$ cat config.mk
export PLATFORM = sky130hd
export DESIGN_NAME = is_uart_rx_param
export DESIGN_NICKNAME = d
export VERILOG_FILES = /design/src/rtl/is_uart_rx_param.sv
export SDC_FILE = /design/constraint.sdc
export NUM_CORES = 1
export LEC_CHECK = 0
export ABC_AREA = 1
export ABC_CLOCK_PERIOD_IN_PS = 1500
export CORE_MARGIN = 1
export CORE_UTILIZATION = 51
export DETAILED_ROUTE_END_ITERATION = 6
export PLACE_DENSITY = 0.76
export SKIP_CTS_REPAIR_TIMING = 1
export SLEW_MARGIN = 10
export SYNTH_ARGS = -nofsm -noshare
export SYNTH_HDL_FRONTEND = slang
export SYNTH_SLANG_ARGS = --single-unit
export TNS_END_PERCENT = 30
$ cat constraint.sdc
create_clock -name clk_i -period 1.5 [get_ports clk_i]
set_input_delay 0.225 -clock clk_i [delete_from_list [all_inputs] [get_ports clk_i]]
set_output_delay 0.225 -clock clk_i [all_outputs]
set_load 0.005 [all_outputs]
$ cat src/rtl/is_uart_rx_param.sv
// rtl/is_uart_rx_param.sv - parametrised oversampling UART receiver with valid/ready output register
module is_uart_rx_param #(
  parameter int DATA_BITS  = 8,
  parameter int PARITY     = 0,
  parameter int STOP_BITS  = 1,
  parameter int OVERSAMPLE = 16
) (
  input  logic                 clk_i,
  input  logic                 rstn_i,
  input  logic                 rxd_rg_i,
  input  logic                 os_ce_i,
  input  logic                 rx_en_i,
  output logic [DATA_BITS-1:0] rx_data_o,
  output logic                 rx_perr_o,
  output logic                 rx_ferr_o,
  output logic                 rx_valid_o,
  input  logic                 rx_ready_i,
  output logic                 overrun_o,
  output logic                 break_o,
  output logic                 busy_o
);

  localparam int OSW = $clog2(OVERSAMPLE);
  localparam int H   = OVERSAMPLE / 2;

  localparam logic [OSW-1:0] OS_S0   = OSW'(H - 1);
  localparam logic [OSW-1:0] OS_S1   = OSW'(H);
  localparam logic [OSW-1:0] OS_DEC  = OSW'(H + 1);
  localparam logic [OSW-1:0] OS_LAST = OSW'(OVERSAMPLE - 1);

  localparam logic [2:0] LAST_DATA = 3'(DATA_BITS - 1);
  localparam logic [2:0] LAST_STOP = 3'(STOP_BITS - 1);

  localparam logic [2:0] ST_IDLE  = 3'd0;
  localparam logic [2:0] ST_START = 3'd1;
  localparam logic [2:0] ST_DATA  = 3'd2;
  localparam logic [2:0] ST_PAR   = 3'd3;
  localparam logic [2:0] ST_STOP  = 3'd4;
  localparam logic [2:0] ST_BRK   = 3'd5;

  logic [2:0]           state_q, state_d;
  logic [OSW-1:0]       os_cnt_q, os_cnt_d;
  logic [2:0]           bit_cnt_q, bit_cnt_d;
  logic [1:0]           smp_q, smp_d;
  logic [DATA_BITS-1:0] shift_q, shift_d;
  logic                 par_bit_q, par_bit_d;
  logic                 perr_q, perr_d;
  logic                 ferr_q, ferr_d;
  logic                 done_q, done_d;
  logic                 brk_q, brk_d;

  logic [DATA_BITS-1:0] data_q, data_d;
  logic                 operr_q, operr_d;
  logic                 oferr_q, oferr_d;
  logic                 valid_q, valid_d;
  logic                 ovr_q, ovr_d;

  logic                 dec;
  logic                 par_exp;
  logic                 frame_zero;
  logic [OSW-1:0]       os_next;

  // Majority of the two stored mid-bit samples and the live third sample.
  assign dec = (smp_q[0] & smp_q[1]) | (smp_q[0] & rxd_rg_i) | (smp_q[1] & rxd_rg_i);

  always_comb begin
    par_exp = 1'b0;
    case (PARITY)
      1:       par_exp = ~^shift_q;
      2:       par_exp = ^shift_q;
      3:       par_exp = 1'b1;
      default: par_exp = 1'b0;
    endcase
  end

  assign frame_zero = (shift_q == '0) && ((PARITY == 0) || !par_bit_q);
  assign os_next    = (os_cnt_q == OS_LAST) ? '0 : os_cnt_q + 1'b1;

  always_comb begin
    state_d   = state_q;
    os_cnt_d  = os_cnt_q;
    bit_cnt_d = bit_cnt_q;
    smp_d     = smp_q;
    shift_d   = shift_q;
    par_bit_d = par_bit_q;
    perr_d    = perr_q;
    ferr_d    = ferr_q;
    done_d    = 1'b0;
    brk_d     = 1'b0;
    if (os_ce_i) begin
      if (state_q != ST_IDLE && state_q != ST_BRK) begin
        os_cnt_d = os_next;
        if (os_cnt_q == OS_S0) smp_d[0] = rxd_rg_i;
        if (os_cnt_q == OS_S1) smp_d[1] = rxd_rg_i;
      end
      case (state_q)
        ST_IDLE: begin
          if (rx_en_i && !rxd_rg_i) begin
            state_d  = ST_START;
            os_cnt_d = '0;
            perr_d   = 1'b0;
            ferr_d   = 1'b0;
          end
        end
        ST_START: begin
          if (os_cnt_q == OS_DEC && dec) begin
            state_d  = ST_IDLE;
            os_cnt_d = '0;
          end else if (os_cnt_q == OS_LAST) begin
            state_d   = ST_DATA;
            bit_cnt_d = 3'd0;
          end
        end
        ST_DATA: begin
          if (os_cnt_q == OS_DEC) shift_d = {dec, shift_q[DATA_BITS-1:1]};
          if (os_cnt_q == OS_LAST) begin
            if (bit_cnt_q == LAST_DATA) begin
              state_d   = (PARITY != 0) ? ST_PAR : ST_STOP;
              bit_cnt_d = 3'd0;
            end else begin
              bit_cnt_d = bit_cnt_q + 3'd1;
            end
          end
        end
        ST_PAR: begin
          if (os_cnt_q == OS_DEC) begin
            par_bit_d = dec;
            perr_d    = (dec != par_exp);
          end
          if (os_cnt_q == OS_LAST) begin
            state_d   = ST_STOP;
            bit_cnt_d = 3'd0;
          end
        end
        ST_STOP: begin
          if (os_cnt_q == OS_DEC) begin
            if (!dec) ferr_d = 1'b1;
            // Leave on the decision tick so a start edge in the next half-bit is caught.
            if (bit_cnt_q == 3'd0 && !dec && frame_zero) begin
              state_d  = ST_BRK;
              brk_d    = 1'b1;
              os_cnt_d = '0;
            end else if (bit_cnt_q == LAST_STOP) begin
              state_d  = ST_IDLE;
              done_d   = 1'b1;
              os_cnt_d = '0;
            end
          end else if (os_cnt_q == OS_LAST) begin
            bit_cnt_d = bit_cnt_q + 3'd1;
          end
        end
        ST_BRK: begin
          if (rxd_rg_i) state_d = ST_IDLE;
        end
        default: begin
          state_d  = ST_IDLE;
          os_cnt_d = '0;
        end
      endcase
    end
  end

  // Output register: a completing frame either loads (free or drained this cycle) or overruns.
  always_comb begin
    data_d  = data_q;
    operr_d = operr_q;
    oferr_d = oferr_q;
    valid_d = valid_q;
    ovr_d   = 1'b0;
    if (done_q) begin
      if (!valid_q || rx_ready_i) begin
        data_d  = shift_q;
        operr_d = perr_q;
        oferr_d = ferr_q;
        valid_d = 1'b1;
      end else begin
        ovr_d = 1'b1;
      end
    end else if (valid_q && rx_ready_i) begin
      valid_d = 1'b0;
    end
  end

  always_ff @(posedge clk_i or negedge rstn_i) begin
    if (!rstn_i) begin
      state_q   <= ST_IDLE;
      os_cnt_q  <= '0;
      bit_cnt_q <= 3'd0;
      smp_q     <= 2'b00;
      shift_q   <= '0;
      par_bit_q <= 1'b0;
      perr_q    <= 1'b0;
      ferr_q    <= 1'b0;
      done_q    <= 1'b0;
      brk_q     <= 1'b0;
      data_q    <= '0;
      operr_q   <= 1'b0;
      oferr_q   <= 1'b0;
      valid_q   <= 1'b0;
      ovr_q     <= 1'b0;
    end else begin
      state_q   <= state_d;
      os_cnt_q  <= os_cnt_d;
      bit_cnt_q <= bit_cnt_d;
      smp_q     <= smp_d;
      shift_q   <= shift_d;
      par_bit_q <= par_bit_d;
      perr_q    <= perr_d;
      ferr_q    <= ferr_d;
      done_q    <= done_d;
      brk_q     <= brk_d;
      data_q    <= data_d;
      operr_q   <= operr_d;
      oferr_q   <= oferr_d;
      valid_q   <= valid_d;
      ovr_q     <= ovr_d;
    end
  end

  assign rx_data_o  = data_q;
  assign rx_perr_o  = operr_q;
  assign rx_ferr_o  = oferr_q;
  assign rx_valid_o = valid_q;
  assign overrun_o  = ovr_q;
  assign break_o    = brk_q;
  assign busy_o     = (state_q != ST_IDLE);

endmodule

# Yosys cells after proc, flatten, opt, wreduce, memory -nomap -nowiden
# Cells that the tools add are included.
# W data, S select, Z words.
# word_totals
ff_bits	36
output_inout_bits	14
# classes
n_mux	46
addsub	2
n_reduce_logical	28
bitwise	5
n_eq_ne	25
# op_table
cell	n
$mux W3	16
$mux W4	7
$ne A2 B2 Y1 const B	11
$mux W1	18
$pmux W3 S6	1
$pmux W4 S4	1
$eq A4 B4 Y1 const B	3
$pmux W3 S4	1
$eq A3 B3 Y1 const B	3
$ne A3 B3 Y1 const B	3
$reduce_and A3 Y1	3
$reduce_and A9 Y1	1
$logic_not A8 Y1	1
$eq A3 B2 Y1 const B	2
$logic_and A1 B1 Y1	6
$logic_not A3 Y1	2
$reduce_and A6 Y1	1
$reduce_bool A2 Y1	3
$reduce_and A5 Y1	1
$add A4 B1 Y4 const B	1
$eq A4 B3 Y1 const B	1
$pmux W1 S2	2
$reduce_and A2 Y1	2
$reduce_and A4 Y1	1
other kinds (10)	15

# Longest topological paths before layout
# Gate-level depths: netlist of the first run.
# depth
ltp_word	10
depth_mapped	11
mapped_depth_nobuf	11

# Worst setup path after synthesis of the first run
# No wires, ideal clock.
# synth_timing
path_kind	reg2reg
start	register os_cnt_q[1]
end	register shift_q[1]
setup_slack_ns	0.102
required_ns	1.383
path_stages_with_launch	9
t_arrival_ns	1.281
period_less_slack_ns	1.398
setup_time_ns	0.117
path_cell_list	dfrtp_1 -> inv_1 -> ha_1 -> nand3_2 -> nor2_1 -> nand2_2 -> buf_6 -> nand2_1 -> o21ai_2
# synth_between
elab_chain_cells	2
# synth_lines
element	line_no	source
from (decl)	42	logic [OSW-1:0] os_cnt_q, os_cnt_d;
from (signal assigned)	203	os_cnt_q <= os_cnt_d;
$eq A4 B4 Y1	115	if (os_cnt_q == OS_DEC) shift_d = {dec, shift_q[DATA_BITS-1:1]};
$reduce_and A3 Y1 (no line)	--	
to (signal assigned)	206	shift_q <= shift_d;
to (decl)	45	logic [DATA_BITS-1:0] shift_q, shift_d;
# No other way between the ends.
# A chain may end at the register's enable or synchronous reset.

# Final worst setup path of the first run
# layout_timing
start	register bit_cnt_q[0]
end	register state_q[0]
# layout_between
elab_chain_cells	6
# layout_lines
element	line_no	source
from (decl)	43	logic [2:0] bit_cnt_q, bit_cnt_d;
from (signal assigned)	204	bit_cnt_q <= bit_cnt_d;
$logic_not A3 Y1	139, 143	
$logic_and A1 B1 Y1 (2 in a row)	139	if (bit_cnt_q == 3'd0 && !dec && frame_zero) begin
$mux W3	139	
$mux W3	136	if (os_cnt_q == OS_DEC) begin
$pmux W3 S6	96	case (state_q)
to (signal assigned)	202	state_q <= state_d;
to (decl)	41	logic [2:0] state_q, state_d;
# Parallel ways exist; a longest one is shown, timed or not. The select of a mux whose other input is x is not followed.

==> key figures, run 1 <==
Worst setup path
  – Most used cell, CP: nand2_1
  – Cell Chain, Critical Path: ha_2 -> ha_1 -> inv_1 -> nand4_1 -> nand3_2 -> nor2_4 -> nand2_2 -> nand2_1 -> nand2_1
  – Worst Path Arrival: 1660 ps
  – Critical Path Start Type: flip-flop
  – Crit path max-delay family: simple AND/OR/NAND/NOR gates
  – Worst Setup Path Type: flip-flop to flip-flop
  – CP required: 1680 ps
  – Slowest CP cell: dfrtp_1
  – CP endpoint kind: flip-flop
  – Critical Path Max Stage Delay: 410 ps
  – Worst-path fanout max: 4
  – Buffers plus inverters on the worst setup path: 1

Clock network
  – Clk slew on worst S/H paths: 70 ps
  – Max Root-Sink Buffers: 2
  – H-tree levels: 2
  – Inserted Clock Buffers: 5
  – CTS tree: done
  – Clk Latency, worst-skew pair: 290 ps
  – Clock Tree Root: clkbuf_8
  – CTS Sinks: 36

STA
  – Tmin final: 1480 ps
  – Slew Viols, Final: 0
  – Fmax: 0.675 GHz
  – Fin crit share: 0.987
  – Final Skew: 3.80 ps
  – Worst slew pin tran: 259 ps
  – RSZ-0062 raised after global routing: yes
  – Final setup vio count: 0
  – Final Hold Fails: 0
  – Max-slew headroom: 0.828

Synthesis
  – Unique masters post-synth: 27
  – Mapped Cells: 236
  – Area leader, netlist: dfrtp_1
  – Sequential-to-total area share from yosys stat: 0.462
  – EDFF count, synth: 0
  – Avg Inst Size Synth: 8.27 um^2
  – Top-count cell post-synth: nand2_1
  – Seq cells post-synth: 36
  – Async SR Flop Fraction: 1.00
  – Cell Area, Synth: 1950 um^2
  – Syn_nets: 248
  – Synth warnings: 0
  – Largest cells by area after synthesis: dfrtp_1 46%, nand2_1 13%, inv_1 5.0%
  – Top cells by count, synth: 65 x nand2_1, 36 x dfrtp_1, 26 x inv_1, 19 x nor2_1, 12 x nand3_1
  – Top-area cell type share of the netlist area: 0.462
  – Synth Flop Type: dfrtp_1

Power and ir drop
  – P_leak: 1.24 nW
  – Power per Cell Area: 1490 nW/um^2
  – Overall Power: 3.73 mW
  – IR Drop Worst-Case VDD: 1.21 mV

Cells and area
  – Fillcell total: 292
  – Antenna Cells: 0
  – Finished Layout Cells: 328
  – Final net count: 291
  – Synth-to-layout area growth: 28.7%
  – Register area: 903 um^2
  – Area of the multi-input gates: 950 um^2
  – Layout cells sized above 1: 0.264

Route
  – Average wire per standard cell: 12.7 um
  – Initial DRT Pass Iterations: 4
  – Antenna viol nets, final: 0
  – Post-DR vias/cell: 5.08
  – Initial drt markers: 90
  – Via Count: 1,667
  – Routed WL: 4180 um
  – Number of remaining DRC errors: 0

Die
  – Core area: 3660 um^2
  – Row count: 22
  – Die X: 63.8 um
  – Die Height: 63.8 um
  – Io pins: 20
  – Die Footprint: 4080 um^2
  – Initial Util: 0.533

Place
  – Port bufs: 19
  – Cells after DPL: 317
  – Placer Congestion: 0.927
  – Post-DP HPWL: 2890 um

Run status
  – Status: finished, final reports clean

GRT
  – First-pass GRT wire length: 6980 um
  – Initial antenna violation count: 0
  – Overflow after GRT: 0
  – Vias in the first global route: 1,560
  – Largest net degree at the start of global routing: 37
  – GRT Resource Usage Total: 0.222

Job
  – Max-cap viol count: 0

Worst hold path
  – HP Class: input port to asynchronous set/reset pin
[power breakdown]
part | internal (mW) | total, mW | switching, mW
registers | 1.09 | 1.21 | 0.112
logic | 0.668 | 1.70 | 1.03
clock network | 0.493 | 0.829 | 0.336
total | 2.25 | 3.73 | 1.48
[stage by stage]
step | TNS (ps) | setup WS (ps) | cell area [um^2] | utilization | hold WS [ps]
after detailed placement | -362 | -65.1 | 2330 | 0.637 | 470
after global routing | -387 | -88.9 | 2510 | 0.686 | 320
after floorplan | 0 | 102 | 1950 | - | -70.6
final | 0 | 19.2 | 2510 | 0.686 | 310
after CTS | -269 | -261 | 2440 | 0.666 | 318
after global placement | -198 | -36.1 | 2330 | 0.637 | 453
[layout make-up]
cell class | instances | area share
Clock buffer | 6 | 0.0289
Sequential cell | 36 | 0.360
Clock inverter | 2 | 0.0140
Timing Repair Buffer | 39 | 0.146
Tap cell | 48 | 0.0239
Inverter | 32 | 0.0488
Multi-Input combinational cell | 165 | 0.378
[cell families (layout without fill, tap and decap cells)]
family,count (synthesis),in the layout,synth area share
xor gates and xnor gates,2,2,0.00898
muxes,3,3,0.0173
buffers and inverters,35,79,0.0744
DFF,36,36,0.462
AOI/OAI and AO/OA,29,29,0.0917
and+or+nand+nor,125,125,0.307
adders and majority gates,6,6,0.0385
[final timing paths]
check	endpoint	cells past startpoint	start	slack, ps
max in group asynchronous	state_q[0]$_DFFE_PN0P_	2	rstn_i	990
hold / removal	rx_data_o[5]$_DFFE_PN0P_	2	rstn_i	310
setup / recovery	state_q[0]$_DFFE_PN0P_	9	bit_cnt_q[0]$_DFFE_PN0P_	20
min in group clk_i	rx_valid_o$_DFFE_PN0P_	2	done_q$_DFF_PN0_	480
setup reg to reg	state_q[0]$_DFFE_PN0P_	9	bit_cnt_q[0]$_DFFE_PN0P_	20
hold reg to reg	rx_valid_o$_DFFE_PN0P_	2	done_q$_DFF_PN0_	480
[metal layers]
layer | up-vias | share of wire | GRT usage
li1 | 835 | - | -
met2 | 32 | 0.51 | 0.392
met5 | - | 0 | 0
met4 | 0 | 0.020 | 0.0795
met3 | 10 | 0.033 | 0.0429
met1 | 790 | 0.43 | 0.266
[sequential cells by signal, indices dropped and copies added, names as in the netlist]
register    cells
overrun_o       1
rx_perr_o       1
perr_q          1
bit_cnt_q       3
state_q         3
rx_ferr_o       1
ferr_q          1
os_cnt_q        4
shift_q         8
smp_q           2
break_o         1
rx_valid_o      1
done_q          1
rx_data_o       8
[layout by cell type, fill, tap and decap left out, drive strengths merged]
| master | instances |
|---|---|
| clkbuf | 6 |
| clkinv | 1 |
| clkdlybuf4s50 | 18 |
| nor3 | 2 |
| bufinv | 1 |
| buf | 20 |
| o21ai | 25 |
| nand2 | 73 |
| a21oi | 4 |
| xor2 | 2 |
| nor3b | 1 |
| ha | 6 |
| nand4 | 7 |
| nand3 | 15 |
| dlymetal6s2s | 1 |
| inv | 32 |
| nor2 | 25 |
| nand3b | 2 |
| mux2 | 3 |
| dfrtp | 36 |
Note: power is estimated with default switching activity, not from simulation.
==> run 2: changes to the inputs <==
ABC_CLOCK_PERIOD_IN_PS = 1600   (was 1500)
CORE_UTILIZATION = 56   (was 51)
PLACE_DENSITY = 0.79   (was 0.76)
clock period = 1.6 ns   (was 1.5 ns; I/O delays follow)
==> run 2 against run 1 <==
Against the previous run: utilization up 3.5 points; routed wire length down 7.7%; hold slack worse by 58 ps; first-iteration DRC count down 5.6%; setup slack better by 94 ps; critical path depth unchanged; total power down 12%; critical path type unchanged; largest cell class unchanged; highest routed layer unchanged.
==> key figures, run 2 (synthesized netlist as in run 1, its figures left out) <==
Die
  – Die X: 61.0 um (-4.4%)
  – Core area: 3340 um^2 (-8.9%)
  – Row count: 21 (-4.5%)
  – Initial Util: 0.585 (+0.0517)
  – Die Height: 61.0 um (-4.4%)
  – Die Footprint: 3720 um^2 (-8.7%)
  – Io pins: 20 (unchanged)

Worst setup path
  – Worst-path fanout max: 4 (unchanged)
  – CP endpoint kind: flip-flop
  – Reg-to-Reg End: os_cnt_q[2]$_DFFE_PN0P_
  – R2R depth: 9 (unchanged)
  – Reg-to-reg startpoint: os_cnt_q[1]$_DFFE_PN0P_
  – Worst Path Arrival: 1730 ps (+70 ps)
  – R2r setup slk: 110 ps (+90 ps)
  – CP required: 1840 ps (+160 ps)
  – Critical Path Start Type: flip-flop
  – Worst Setup Path Type: flip-flop to flip-flop

Cells and area
  – Most frequent cells in the layout: 65 x nand2_1, 35 x dfrtp_1, 26 x inv_1
  – Finished Layout Cells: 322 (-1.8%)
  – Antenna Cells: 0 (unchanged)
  – Synth-to-layout area growth: 23.3%
  – Layout cells sized above 1: 0.225 (-0.0396)
  – Most common cell after layout, fill and taps aside: nand2_1
  – Fillcell total: 263 (-9.9%)
  – Final net count: 287 (-1.4%)

Route
  – Number of remaining DRC errors: 0 (unchanged)
  – Initial drt markers: 85 (-5.6%)
  – Routed WL: 3860 um (-7.7%)
  – Antenna viol nets, final: 0 (unchanged)
  – Average wire per standard cell: 12.0 um (-6.0%)
  – Post-DR vias/cell: 5.12 (+0.70%)
  – Via Count: 1,648 (-1.1%)
  – Initial DRT Pass Iterations: 4 (unchanged)

GRT
  – Overflow after GRT: 0 (unchanged)
  – Largest net degree at the start of global routing: 37 (unchanged)
  – Vias in the first global route: 1,501 (-3.8%)
  – GRT Resource Usage Total: 0.243 (+0.0214)
  – Initial antenna violation count: 0 (unchanged)
  – First-pass GRT wire length: 6490 um (-7.0%)

Clock network
  – Max Root-Sink Buffers: 2 (unchanged)
  – Inserted Clock Buffers: 5 (unchanged)
  – Clk Latency, worst-skew pair: 340 ps (+50 ps)
  – CTS tree: done
  – Clk slew on worst S/H paths: 110 ps (+40 ps)
  – CTS Sinks: 36 (unchanged)
  – Clock Tree Root: clkbuf_4
  – H-tree levels: 2 (unchanged)

Place
  – Placer Congestion: 0.945 (+2.0%)
  – Cells after DPL: 312 (-1.6%)
  – Port bufs: 19 (unchanged)
  – Post-DP HPWL: 2760 um (-4.3%)
  – DP Worst Slack: 27.6 ps (+92.7 ps)

STA
  – Final Hold Fails: 0 (unchanged)
  – Fin crit share: 0.929 (-0.0578)
  – Slew Viols, Final: 0 (unchanged)
  – Hold WS: 253 ps (-57.7 ps)
  – Tmin final: 1490 ps (+6.29 ps)
  – Worst Slack Setup Final: 113 ps (+93.7 ps)
  – Worst slew pin tran: 253 ps (-5.24 ps)
  – Final Skew: 12.3 ps (+8.45 ps)
  – Final setup vio count: 0 (unchanged)
  – Setup TNS: 0 ps (unchanged)
  – Fmax: 0.672 GHz (-0.42%)
  – RSZ-0062 raised after global routing: yes
  – Max-slew headroom: 0.831 (+0.00350)

Run status
  – Status: finished, final reports clean

Power and ir drop
  – IR Drop Worst-Case VDD: 0.814 mV (-33%)
  – Overall Power: 3.27 mW (-12%)
  – Power per Cell Area: 1360 nW/um^2 (-8.5%)
  – P_leak: 1.21 nW (-2.5%)

Worst hold path
  – HP Class: input port to asynchronous set/reset pin

Job
  – Max-cap viol count: 0 (unchanged)
-- run 2: cell type report --
| class | count | area, um^2 | share of cell area |
|---|---|---|---|
| clock buffer | 5 | 37.5 | 0.0156 |
| multi-input combinational | 165 | 917 | 0.381 |
| clock inverter | 3 | 42.5 | 0.0177 |
| tap | 46 | 57.6 | 0.0239 |
| sequential | 36 | 902 | 0.375 |
| timing repair buffer | 35 | 325 | 0.135 |
| inverter | 32 | 123 | 0.0510 |
-- run 2: where the power goes --
group / switching [mW] / internal (mW) / total (mW)
sequential: 0.107 / 1.02 / 1.13
clock: 0.315 / 0.326 / 0.640
combinational: 0.897 / 0.601 / 1.50
-- run 2: through the flow --
stage | util | cell area [um^2]
floorplan | - | 1950
global placement | 0.687 | 2290
detailed placement | 0.687 | 2290
CTS | 0.711 | 2370
global route | 0.721 | 2400
finish | 0.721 | 2400
-- run 2: worst max path at each step --
stage                              endpoint  slack [ps]                      from  depth (start not counted)
CTS                                  busy_o        -240    state_q[1]$_DFFE_PN0P_                          3
finish              os_cnt_q[2]$_DFFE_PN0P_         110   os_cnt_q[1]$_DFFE_PN0P_                          9
floorplan            shift_q[1]$_DFFE_PN0P_         200   os_cnt_q[1]$_DFFE_PN0P_                          8
global route         state_q[1]$_DFFE_PN0P_         -20  bit_cnt_q[0]$_DFFE_PN0P_                          9
global placement     state_q[1]$_DFFE_PN0P_          60                  rxd_rg_i                          9
detailed placement   shift_q[6]$_DFFE_PN0P_          30                   os_ce_i                          6
-- run 2: metal layers --
metal / wire, um / GRT usage / vias to the layer above / share of wire
li1: - / - / 835 / -
met1: 1790 / 0.307 / 768 / 0.46
met2: 1830 / 0.405 / 37 / 0.47
met3: 150 / 0.0567 / 8 / 0.039
met4: 84 / 0.0974 / 0 / 0.022
met5: 0 / 0 / - / 0
-- run 2: critical path, stage by stage (launching register included) --
cell,delay [ps]
dfrtp_1,390
inv_1,100
ha_1,170
nand3_2,120
inv_2,110
nand2_1,60
nand2_1,90
nand3_1,170
nand3b_1,130
nand2_1,50
==> run 3: changes to the inputs <==
PLACE_DENSITY = 0.76   (was 0.79)
==> run 3 against run 2 <==
Against the previous run: die area is the same; clock power shrank 0.8%; combinational power shrank 3%; clock skew shrank 2.8 ps.
==> key figures, run 3 (synthesized netlist as in run 1, its figures left out) <==
Cells and area
  – Layout cells sized above 1: 0.222 (-0.00282)
  – Cell area after layout: 2390 um^2 (-0.78%)
  – Final net count: 286 (-0.35%)
  – Final Util: 0.715 (-0.00562)
  – Antenna Cells: 0 (unchanged)
  – Most frequent cells in the layout: 64 x nand2_1, 35 x dfrtp_1, 25 x inv_1
  – Synth-to-layout area growth: 22.3%
  – Most common cell after layout, fill and taps aside: nand2_1

Route
  – Initial drt markers: 69 (-19%)
  – Routed WL: 3810 um (-1.2%)
  – Average wire per standard cell: 11.9 um (-0.91%)
  – Via Count: 1,641 (-0.42%)
  – Number of remaining DRC errors: 0 (unchanged)
  – Initial DRT Pass Iterations: 5 (+1)
  – Antenna viol nets, final: 0 (unchanged)
  – Post-DR vias/cell: 5.11 (-0.11%)

Worst setup path
  – R2r setup slk: 90 ps (-20 ps)
  – CP endpoint kind: flip-flop
  – Reg-to-Reg End: shift_q[3]$_DFFE_PN0P_
  – Reg-to-reg startpoint: os_cnt_q[0]$_DFFE_PN0P_
  – Critical Path End: shift_q[3]$_DFFE_PN0P_
  – R2R depth: 7 (-2)
  – CP required: 1840 ps (about the same)
  – Setup crit start: os_cnt_q[0]$_DFFE_PN0P_
  – Worst Setup Path Type: flip-flop to flip-flop
  – Critical Path Start Type: flip-flop
  – Worst-path fanout max: 9 (+5)
  – Worst Path Arrival: 1750 ps (+20 ps)

Worst hold path
  – HP Class: input port to asynchronous set/reset pin

Clock network
  – Clock Tree Root: clkbuf_4
  – Clk slew on worst S/H paths: 110 ps (about the same)
  – Clk Latency, worst-skew pair: 340 ps (about the same)
  – H-tree levels: 2 (unchanged)
  – Inserted Clock Buffers: 5 (unchanged)
  – CTS Sinks: 36 (unchanged)
  – CTS tree: done
  – Max Root-Sink Buffers: 2 (unchanged)

STA
  – Final setup vio count: 0 (unchanged)
  – Worst slew pin tran: 275 ps (+21.8 ps)
  – Fmax: 0.664 GHz (-1.2%)
  – Slew Viols, Final: 0 (unchanged)
  – Final Skew: 9.41 ps (-2.84 ps)
  – Tmin final: 1510 ps (+18.0 ps)
  – Max-slew headroom: 0.817 (-0.0145)
  – Final Hold Fails: 0 (unchanged)
  – Worst Slack Setup Final: 94.9 ps (-18.0 ps)
  – Fin crit share: 0.941 (+0.0113)

Power and ir drop
  – Internal: 1.91 mW (-1.8%)
  – Power per Cell Area: 1350 nW/um^2 (-0.66%)
  – IR Drop Worst-Case VDD: 0.955 mV (+17%)
  – Combinational share of power: 0.451 (-0.007)
  – Overall Power: 3.22 mW (-1.4%)
  – NetSw: 1.31 mW (-0.97%)
  – Clk network pwr share: 0.197 (about the same)
  – Reg power frac: 0.352 (+0.006)
  – P_leak: 1.19 nW (-1.9%)
  – Switching share of power: 0.406 (+0.00190)

Run status
  – Status: finished, final reports clean

Die
  – Row count: 21 (unchanged)
  – Die Height: 61.0 um (unchanged)
  – Die X: 61.0 um (unchanged)
  – Core area: 3340 um^2 (unchanged)
  – Initial Util: 0.585 (unchanged)
  – Die Footprint: 3720 um^2 (unchanged)
  – Io pins: 20 (unchanged)

GRT
  – GRT Resource Usage Total: 0.230 (-0.0136)
  – Vias in the first global route: 1,467 (-2.3%)
  – Overflow after GRT: 0 (unchanged)
  – Largest net degree at the start of global routing: 37 (unchanged)
  – Initial antenna violation count: 0 (unchanged)
  – First-pass GRT wire length: 6200 um (-4.5%)

Place
  – Placed Instance Area: 2290 um^2 (-0.33%)
  – Post-DP HPWL: 2800 um (+1.5%)
  – DP Worst Slack: -0.524 ps (-28.1 ps)
  – Port bufs: 19 (unchanged)
  – Placer Congestion: 0.919 (-2.7%)

Job
  – Max-cap viol count: 0 (unchanged)
run 3: how the worst min path moves through the flow:
stage / start / cells after the start / endpoint / slack [ps]
after detailed placement: rx_data_o[2]$_DFFE_PN0P_ / 2 / rx_data_o[2]$_DFFE_PN0P_ / 470
after global routing: rstn_i / 2 / done_q$_DFF_PN0_ / 270
after global placement: rx_data_o[2]$_DFFE_PN0P_ / 2 / rx_data_o[2]$_DFFE_PN0P_ / 460
after CTS: rstn_i / 2 / smp_q[1]$_DFFE_PN0P_ / 270
final: rstn_i / 2 / done_q$_DFF_PN0_ / 260
after floorplan: rstn_i / 0 / bit_cnt_q[0]$_DFFE_PN0P_ / -60
run 3: routing by layer:
metal	up-vias	track usage	wire, um
met3	8	0.0567	148
met2	41	0.385	1860
li1	831	-	-
met4	0	0.101	67
met5	-	0	0
met1	761	0.281	1730
run 3: layout make-up:
| cell class | count | area (um^2) |
|---|---|---|
| Sequential cell | 36 | 902 |
| Tap cell | 46 | 57.6 |
| Clock buffer | 6 | 41.3 |
| Clock inverter | 2 | 35.0 |
| Multi-Input combinational cell | 165 | 910 |
| Fill cell | 284 | 951 |
| Inverter | 32 | 123 |
| Timing Repair Buffer | 34 | 318 |
run 3: critical path: stages (launching register included):
cell	delay (ps)
dfrtp_2	450
ha_2	200
nand3_2	110
nor2_1	210
nand2_2	100
buf_4	190
nand2_1	80
o21ai_2	50
run 3: per-stage QoR:
| stage | TNS, ps | hold slack (ps) | cells |
|---|---|---|---|
| 2_1_floorplan | 0 | -55.6 | 236 |
| 3_3_place_gp | 0 | 465 | 311 |
| 3_5_place_dp | -0.524 | 473 | 311 |
| 6_report | 0 | 265 | 321 |
| 4_1_cts | -165 | 269 | 319 |
| 5_1_grt | -8.40 | 272 | 321 |
run 3: power by group through the flow:
stage / clock network [mW] / registers [mW] / logic [mW]
global route: 0.685 / 1.15 / 1.63
global placement: 0 / 1.14 / 1.35
finish: 0.635 / 1.13 / 1.45
floorplan: 0 / 1.15 / 0.974
CTS: 0.644 / 1.13 / 1.39
detailed placement: 0 / 1.15 / 1.39
==> RTL edit: new RTL, config.mk and constraints of run 3 <==
Put one more register stage on the output `rx_ferr_o`, cleared by the reset. The value now appears one clock later. The other outputs are not delayed to match.
--- a/src/rtl/is_uart_rx_param.sv
+++ b/src/rtl/is_uart_rx_param.sv
@@ -220,5 +220,11 @@
   assign rx_data_o  = data_q;
   assign rx_perr_o  = operr_q;
-  assign rx_ferr_o  = oferr_q;
+  always_ff @(posedge clk_i or negedge rstn_i) begin
+    if (!rstn_i) begin
+      rx_ferr_o <= '0;
+    end else begin
+      rx_ferr_o <= oferr_q;
+    end
+  end
   assign rx_valid_o = valid_q;
   assign overrun_o  = ovr_q;
Behaviour: same outputs for any inputs over 10 cycles, from zero or initial values and one cycle with rstn_i low; that may be too few to reach the edited logic, so the function may still have changed.
==> RTL edit against run 3 <==
Wire length up 2.8%; power down 7.9%; synthesized area down 3.7%; worst setup slack worse by 0.032 ns; sequential cell count up 1; count of clock-buffer cells in the layout unchanged; cell area down 0.26%; clock power up 11%; critical path type unchanged; critical endpoint is now state_q[2]$_DFFE_PN0P_; largest cell class is now sequential cells.
==> RTL edit: results (changes against run 3) <==
[metrics] pre-CTS setup slack: -0.0007764 ns (was -0.0005236 ns)
[metrics] Worst Skew: 0.006525 ns (was 0.009409 ns)
[metrics] class of the tightest hold or removal check: reg2reg (was in2async)
[metrics] result of the run: complete, no violations (unchanged)
[metrics] DP HPWL: 2.666 mm (was 2.804 mm)
[metrics] number of nets in the layout: 285 (was 286)
[metrics] CP Data Arrival Time: 1.80 ns (was 1.75 ns)
[metrics] detailed-router iteration count before antenna repair: 4 (was 5)
[metrics] switching portion of total power: 0.3870 (was 0.4055)
[metrics] aggregate global-route resource usage: 0.2467 (was 0.2297)
[metrics] FF-to-FF path depth: 9 (was 7)
[metrics] mean number of vias per cell: 5.053 (was 5.112)
[metrics] number of cells produced by synthesis: 234 (was 236)
[metrics] share of power burned in combinational logic: 0.381 (was 0.451)
[metrics] number of design-rule violations left by the first detailed-router iteration: 57 (was 69)
[metrics] Cell Count Post-Placement: 306 (was 311)
[metrics] sequential group share of total power: 0.381 (was 0.352)
[metrics] average wire per standard cell: 12.32 µm (was 11.87 µm)
[metrics] via count of the first global-routing pass: 1,499 (was 1,467)
[metrics] library cells used by synthesis: 24 (was 27)
[metrics] first-pass GRT wire length: 6.417 mm (was 6.203 mm)
[metrics] total placed instance area: 2187 µm² (was 2286 µm²)
[metrics] Crit-path slowest cell: dfrtp_1 (was dfrtp_2)
[metrics] end point of the critical path: state_q[2]$_DFFE_PN0P_ (was shift_q[3]$_DFFE_PN0P_)
[metrics] internal power component: 1.819 mW (was 1.915 mW)
[metrics] IR Drop Worst-Case VDD: 0.0009670 V (was 0.0009548 V)
[metrics] sequential element share of the synthesized area: 0.4927 (was 0.4618)
[metrics] total of fill cells in the finished design: 220 (was 284)
[metrics] biggest area contributors in the synthesized netlist: dfrtp_1, nand2_1, inv_1 (unchanged)
[metrics] largest net degree at the start of global routing: 38 (was 37)
[metrics] Lkg Pwr: 1.188 nW (was 1.187 nW)
-- RTL edit: changes by cell type in the layout (fill, tap and decap cells not counted), sizes merged, moves of 3 or more --
cell          run 3  this run
inv              32        36
nor3              2         5
o21ai            25        28
nand2            73        70
nand4             7         4
nor2             25        21
-- RTL edit: critical path, delay by kind of cell (launching register included) --
| family | cells | cell delay [ns] |
|---|---|---|
| AOI/OAI and AO/OA | 1 | 0.21 |
| adders and majority gates | 1 | 0.14 |
| buffers and inverters | 1 | 0.10 |
| and+or+nand+nor | 6 | 0.55 |
| DFF | 1 | 0.43 |
-- RTL edit: cells by family after synthesis --
logic type,Yosys count,synth area share
multiplexers,2,0.01198
XOR/XNOR,2,0.009323
AND/OR/NAND/NOR,117,0.2796
buffers and inverters,38,0.07989
flip-flops,37,0.4927
AO/OA/AOI/OAI,32,0.08655
adder cells (fa/ha/maj),6,0.03995
-- RTL edit: layout make-up --
| cell class | instances | share of cell area |
|---|---|---|
| clock inverter | 2 | 0.01577 |
| inverter | 36 | 0.05678 |
| clock buffer | 6 | 0.02156 |
| sequential | 37 | 0.3896 |
| tap | 44 | 0.02313 |
| multi-input combinational | 159 | 0.3659 |
| timing repair buffer | 34 | 0.1272 |
-- RTL edit: per-stage QoR --
step	util	hold slack (ns)
floorplan	-	-0.05559
global placement	0.6992	0.3071
detailed placement	0.6992	0.3081
CTS	0.7276	-0.08516
global route	0.7608	0.4203
finish	0.7608	0.4134
-- RTL edit: metal layers --
layer  GRT usage  up-vias  share of wire
li1            -      820              -
met4      0.1063        0          0.019
met3     0.06061        9          0.035
met1      0.3026      743           0.44
met5           0        -              0
met2      0.4111       35           0.50
